`config.mk`:
```
export PLATFORM = sky130hd
export DESIGN_NAME = logic16_arbiter
export DESIGN_NICKNAME = d
export VERILOG_FILES = /design/src/rtl/logic16_pkg.sv /design/src/rtl/rr_arbiter.sv /design/src/rtl/logic16_arbiter.sv
export SDC_FILE = /design/constraint.sdc
export NUM_CORES = 1
export LEC_CHECK = 0
export CELL_PAD_IN_SITES_DETAIL_PLACEMENT = 1
export CELL_PAD_IN_SITES_GLOBAL_PLACEMENT = 1
export CORE_ASPECT_RATIO = 1.2
export CORE_MARGIN = 2
export CORE_UTILIZATION = 25
export DETAILED_ROUTE_END_ITERATION = 16
export MAX_ROUTING_LAYER = met4
export PLACE_DENSITY_LB_ADDON = 0.1
export SYNTH_ARGS = -nofsm -noshare
export SYNTH_HDL_FRONTEND = slang
export SYNTH_SLANG_ARGS = --single-unit
```
`constraint.sdc`:
```
create_clock -name clk -period 4.7 [get_ports clk]
set_input_delay 1.41 -clock clk [delete_from_list [all_inputs] [get_ports clk]]
set_output_delay 1.41 -clock clk [all_outputs]
set_load 0.01 [all_outputs]
```
`src/rtl/logic16_pkg.sv`:
```
// Shared definitions for the logic16 arbiter: opcodes, FSM encoding and
// datapath width.
package logic16_pkg;

    localparam int DATA_W = 16;

    localparam logic [1:0] OP_NOT = 2'b00;
    localparam logic [1:0] OP_AND = 2'b01;
    localparam logic [1:0] OP_OR  = 2'b10;
    localparam logic [1:0] OP_XOR = 2'b11;

    typedef enum logic [1:0] {
        IDLE = 2'd0,
        EXEC = 2'd1,
        RESP = 2'd2
    } state_t;

endpackage

```
`src/rtl/rr_arbiter.sv`:
```
// Combinational round-robin arbiter. Searches req starting at rr_ptr and
// wrapping modulo NUM_REQ; the pointer register is owned by the parent.
module rr_arbiter #(
    parameter int NUM_REQ = 4,
    parameter int ID_W    = $clog2(NUM_REQ)
) (
    input  logic [NUM_REQ-1:0] req,
    input  logic [ID_W-1:0]    rr_ptr,
    output logic [NUM_REQ-1:0] grant,
    output logic [ID_W-1:0]    grant_idx,
    output logic               any_grant
);

    // One extra bit so rr_ptr + k never overflows before the wrap.
    logic [ID_W:0]   sum;
    logic [ID_W-1:0] cand;

    // Walk the candidates in rotated order and keep the first valid one.
    always_comb begin
        grant     = '0;
        grant_idx = '0;
        any_grant = 1'b0;
        sum       = '0;
        cand      = '0;
        for (int k = 0; k < NUM_REQ; k++) begin
            sum = {1'b0, rr_ptr} + (ID_W+1)'(k);
            if (sum >= (ID_W+1)'(NUM_REQ)) begin
                sum = sum - (ID_W+1)'(NUM_REQ);
            end
            cand = sum[ID_W-1:0];
            if (!any_grant && req[cand]) begin
                any_grant   = 1'b1;
                grant[cand] = 1'b1;
                grant_idx   = cand;
            end
        end
    end

endmodule

```
`src/rtl/logic16_arbiter.sv`:
```
// Round-robin front end for a shared combinational 16-bit logic unit.
// Optional build macro: LOGIC16_ARB_STATS_EN adds a saturating count of
// completed responses on ops_done; without it ops_done is constant zero.
//
// Handshakes: a transfer happens on a rising edge where valid and ready are
// both 1. Requesters hold valid and payload until they see ready; req_ready
// is one-hot or zero and only asserted in IDLE. rsp_valid, rsp_data and
// rsp_id stay stable from assertion until the cycle rsp_ready is seen.
module logic16_arbiter
    import logic16_pkg::*;
#(
    parameter int NUM_REQ = 4,
    parameter int ID_W    = $clog2(NUM_REQ)
) (
    input  logic                      clk,
    input  logic                      reset,
    input  logic [NUM_REQ-1:0]        req_valid,
    output logic [NUM_REQ-1:0]        req_ready,
    input  logic [2*NUM_REQ-1:0]      req_op,
    input  logic [DATA_W*NUM_REQ-1:0] req_a,
    input  logic [DATA_W*NUM_REQ-1:0] req_b,
    output logic [1:0]                lu_op,
    output logic [DATA_W-1:0]         lu_a,
    output logic [DATA_W-1:0]         lu_b,
    input  logic [DATA_W-1:0]         lu_out,
    output logic                      rsp_valid,
    input  logic                      rsp_ready,
    output logic [DATA_W-1:0]         rsp_data,
    output logic [ID_W-1:0]           rsp_id,
    output logic [15:0]               ops_done,
    output logic [1:0]                dbg_state
);

    state_t              state, state_nxt;
    logic [ID_W-1:0]     rr_ptr, ptr_nxt;
    logic [NUM_REQ-1:0]  grant;
    logic [ID_W-1:0]     grant_idx;
    logic                any_grant;
    logic                accept;
    logic                rsp_hs;
    logic [1:0]          sel_op;
    logic [DATA_W-1:0]   sel_a, sel_b;

    rr_arbiter #(.NUM_REQ(NUM_REQ), .ID_W(ID_W)) u_rr (
        .req       (req_valid),
        .rr_ptr    (rr_ptr),
        .grant     (grant),
        .grant_idx (grant_idx),
        .any_grant (any_grant)
    );

    assign dbg_state = state;
    assign rsp_hs    = (state == RESP) && rsp_ready;

    // Select the granted requester's payload.
    always_comb begin
        sel_op = '0;
        sel_a  = '0;
        sel_b  = '0;
        for (int i = 0; i < NUM_REQ; i++) begin
            if (grant[i]) begin
                sel_op = req_op[2*i +: 2];
                sel_a  = req_a[DATA_W*i +: DATA_W];
                sel_b  = req_b[DATA_W*i +: DATA_W];
            end
        end
    end

    // Pointer moves to the slot just after the winner, wrapping at NUM_REQ-1.
    always_comb begin
        ptr_nxt = (grant_idx == ID_W'(NUM_REQ-1)) ? '0 : grant_idx + ID_W'(1);
    end

    // Next-state logic and the combinational accept strobe.
    always_comb begin
        state_nxt = state;
        req_ready = '0;
        accept    = 1'b0;
        case (state)
            IDLE: begin
                if (any_grant) begin
                    req_ready = grant;
                    accept    = 1'b1;
                    state_nxt = EXEC;
                end
            end
            EXEC:    state_nxt = RESP;
            RESP:    if (rsp_ready) state_nxt = IDLE;
            default: state_nxt = IDLE;
        endcase
    end

    // State, pointer, operand and response registers.
    always_ff @(posedge clk) begin
        if (reset) begin
            state     <= IDLE;
            rr_ptr    <= '0;
            lu_op     <= OP_NOT;
            lu_a      <= '0;
            lu_b      <= '0;
            rsp_valid <= 1'b0;
            rsp_data  <= '0;
            rsp_id    <= '0;
        end else begin
            state <= state_nxt;
            if (accept) begin
                lu_op  <= sel_op;
                lu_a   <= sel_a;
                lu_b   <= sel_b;
                rsp_id <= grant_idx;
                rr_ptr <= ptr_nxt;
            end
            if (state == EXEC) begin
                rsp_data  <= lu_out;
                rsp_valid <= 1'b1;
            end
            if (rsp_hs) begin
                rsp_valid <= 1'b0;
            end
        end
    end

`ifdef LOGIC16_ARB_STATS_EN
    logic [15:0] ops_cnt;

    // Saturating count of response handshakes.
    always_ff @(posedge clk) begin
        if (reset) begin
            ops_cnt <= '0;
        end else if (rsp_hs && (ops_cnt != 16'hFFFF)) begin
            ops_cnt <= ops_cnt + 16'd1;
        end
    end

    assign ops_done = ops_cnt;
`else
    assign ops_done = 16'h0000;
`endif

endmodule

```
==> results.txt <==
unrepaired setup endpoints after global routing: false
Worst EP required: 3.29 ns
dpl ws: -0.575 ns
crit path max fanout: 4
flops & latches, synth: 57
sequential element share of the synthesized area: 0.312
Initial DRT Pass Iterations: 6
# Max-Cap Violations: 0
synth unique cells: 37
Final Max Slew Viols: 0
Rel. slew slack: 0.215
DRC Markers: 0
Skew-Pair Late Insertion Delay: 0.33 ns
LEAKAGE: 0.00236 µW
Data arrival, critical path: 3.17 ns
Mapped Avg Cell Area: 7.81 µm²
Detailed Route WL: 16300 µm
fin cells: 866
gr usage total: 0.209
layout cell share with drive strength beyond 1: 0.101
Root Buffer: clkbuf_16
worst-margin pin slew: 1.18 ns
Setup violations, final: 0
WL/cell: 18.8 µm
Synth warnings: 0
Num CTS Buffers: 9
routability congestion estimate: 0.831
detailed-route via count: 4571
number of port buffers: 217
commonest cells in the netlist: nor2_1 (80), a211oi_1 (71), dfxtp_1 (57)
Post-DP Area: 5960 µm²
fin area: 6350 µm²
Startpoint Class: input port
Die Y: 136 µm
Setup CP Type: in2out
Post-DP HPWL: 11500 µm
Max rail drop VDD: 0.000372 V
placed insts: 842
initial antenna violation count: 0
Fin. Hold Viols: 0
cells after synthesis: 468
synth-to-layout area growth: 73.7%
Reg clk slew, reported paths: 0.05 ns
worst setup margin: 0.125 ns
post-synth top area cell: dfxtp_1
total grt overflow: 0
Final period util: 0.973
CTS tree: done
vias in the first global route: 4667
largest net degree at the start of global routing: 58
final worst path period need: 4.58 ns
fin nets: 851
area of the core: 14400 µm²
Mapped Area: 3660 µm²
deepest clock path buffer count: 2
Initial Util: 0.255
Post-DRT Antenna Nets: 0
post-route clock skew: 0.00768 ns
Post-synth EDFFs: 0
Worst setup EP type: primary output
first-pass GRT wire length: 24900 µm
fmax: 0.219 GHz
I/O Pins: 234
Synth top area share: 0.312
most frequent cell after synthesis: nor2_1
ys flop type: dfxtp_1
die width: 114 µm
Hold Crit Class: reg2reg
row count: 48
full die area: 15600 µm²
largest cells by area after synthesis: dfxtp_1 (31%), a211oi_1 (15%), a222oi_1 (9.3%)
Iter 0 DRT Violations: 302
number of vias per cell: 5.28
H-tree levels: 3
pwr/cell area: 598 nW/µm²
outcome: finished, final reports clean
ys async rst share: 0
CTS Sinks: 57
Fillers: 1692
## state kept, by name, indices dropped and copies added, names as in the netlist, named ones only
signal	flops
lu_a	16
rsp_valid	1
rr_ptr	1
rsp_id	2
lu_b	16
rsp_data	16
dbg_state	2
lu_op	2
## layer usage
layer | part of all wire | GRT usage
met1 | 0.41 | 0.237
met3 | 0.060 | 0.0438
met2 | 0.51 | 0.368
met4 | 0.015 | 0.0650
met5 | 0 | -
## final cells by class
cell class | count | area [µm²] | area share
timing repair buffer | 252 | 2410 | 0.379
multi-input combinational | 360 | 2230 | 0.351
sequential | 57 | 1140 | 0.180
clock buffer | 11 | 253 | 0.0398
tap | 175 | 219 | 0.0345
clock inverter | 5 | 77.6 | 0.0122
inverter | 5 | 18.8 | 0.00295
antenna | 1 | 2.50 | 0.000394
## worst paths after layout
path                                   end  cells after the start  slack, ns                startpoint
setup / recovery              req_ready[1]                      7       0.12              req_valid[0]
hold / removal    rsp_data[7]$_SDFFE_PP0N_                      2       0.46  rsp_data[7]$_SDFFE_PP0N_
setup reg to reg      lu_a[2]$_SDFFE_PP0P_                     19       0.82                      flop
hold reg to reg   rsp_data[7]$_SDFFE_PP0N_                      2       0.46  rsp_data[7]$_SDFFE_PP0N_
## cell usage in the layout (no fill, tap or decap), types with 3 or more instances in the layout
cell type,n
mux4_2,3
o21ai_0,41
nand2b_1,5
buf_4,34
dlygate4sd2_1,4
nand2_1,41
inv_1,5
ha_1,7
dfxtp_1,57
a221o_1,3
clkdlybuf4s50_1,208
conb_1,16
nand3b_1,4
nor3_1,4
a211oi_1,71
buf_2,3
nor2_1,79
nor2b_1,3
a21oi_1,26
clkbuf_16,9
a222oi_1,34
## per-stage QoR
stage                     hold slack [ns]  power [µW]  setup TNS [ns]  utilization
after detailed placement            0.453        3020           -1.88        0.416
after CTS                           0.460        3830               0        0.443
after floorplan                     0.481        2080               0            -
after global placement              0.442        2970           -1.68        0.416
after global routing                0.486        4090               0        0.442
final                               0.458        3800               0        0.443
## kinds of logic (layout without fill, tap and decap cells)
logic type                 Yosys count  count (layout)  synth area share
AOI/OAI and AO/OA                  188             188             0.366
and+or+nand+nor                    144             144             0.169
buffers and inverters               66             273             0.104
DFF                                 57              57             0.312
adders and majority gates            7               7            0.0239
muxes                                3               3            0.0185
xor gates and xnor gates             2               2           0.00479
other                                1              17           0.00103
## repair_timing
| item | 4_1_cts | 5_1_grt |
|---|---|---|
| buffers inserted | 7 | 0 |
| endpoints found under the setup margin | 4 | 4 |
| resized for setup | 16 | 8 |
| cloned | 0 | 0 |
| hold buffers | 0 | 0 |
| pin swaps | 1 | 3 |
## power by group
group	switching [µW]	leakage, µW	total, µW	internal (µW)
Combinational	1190	0.00172	2230	1040
Clock	242	0.000162	733	491
Sequential	176	0.000471	834	658
## critical path: stages
cell and delay [ns]:
dlygate4sd2_1 0.27, mux4_2 0.49, nor2b_4 0.15, a221o_1 0.30, a32o_2 0.24, and2_1 0.15, buf_2 0.15
No activity file was read; power rests on OpenSTA's default activity.
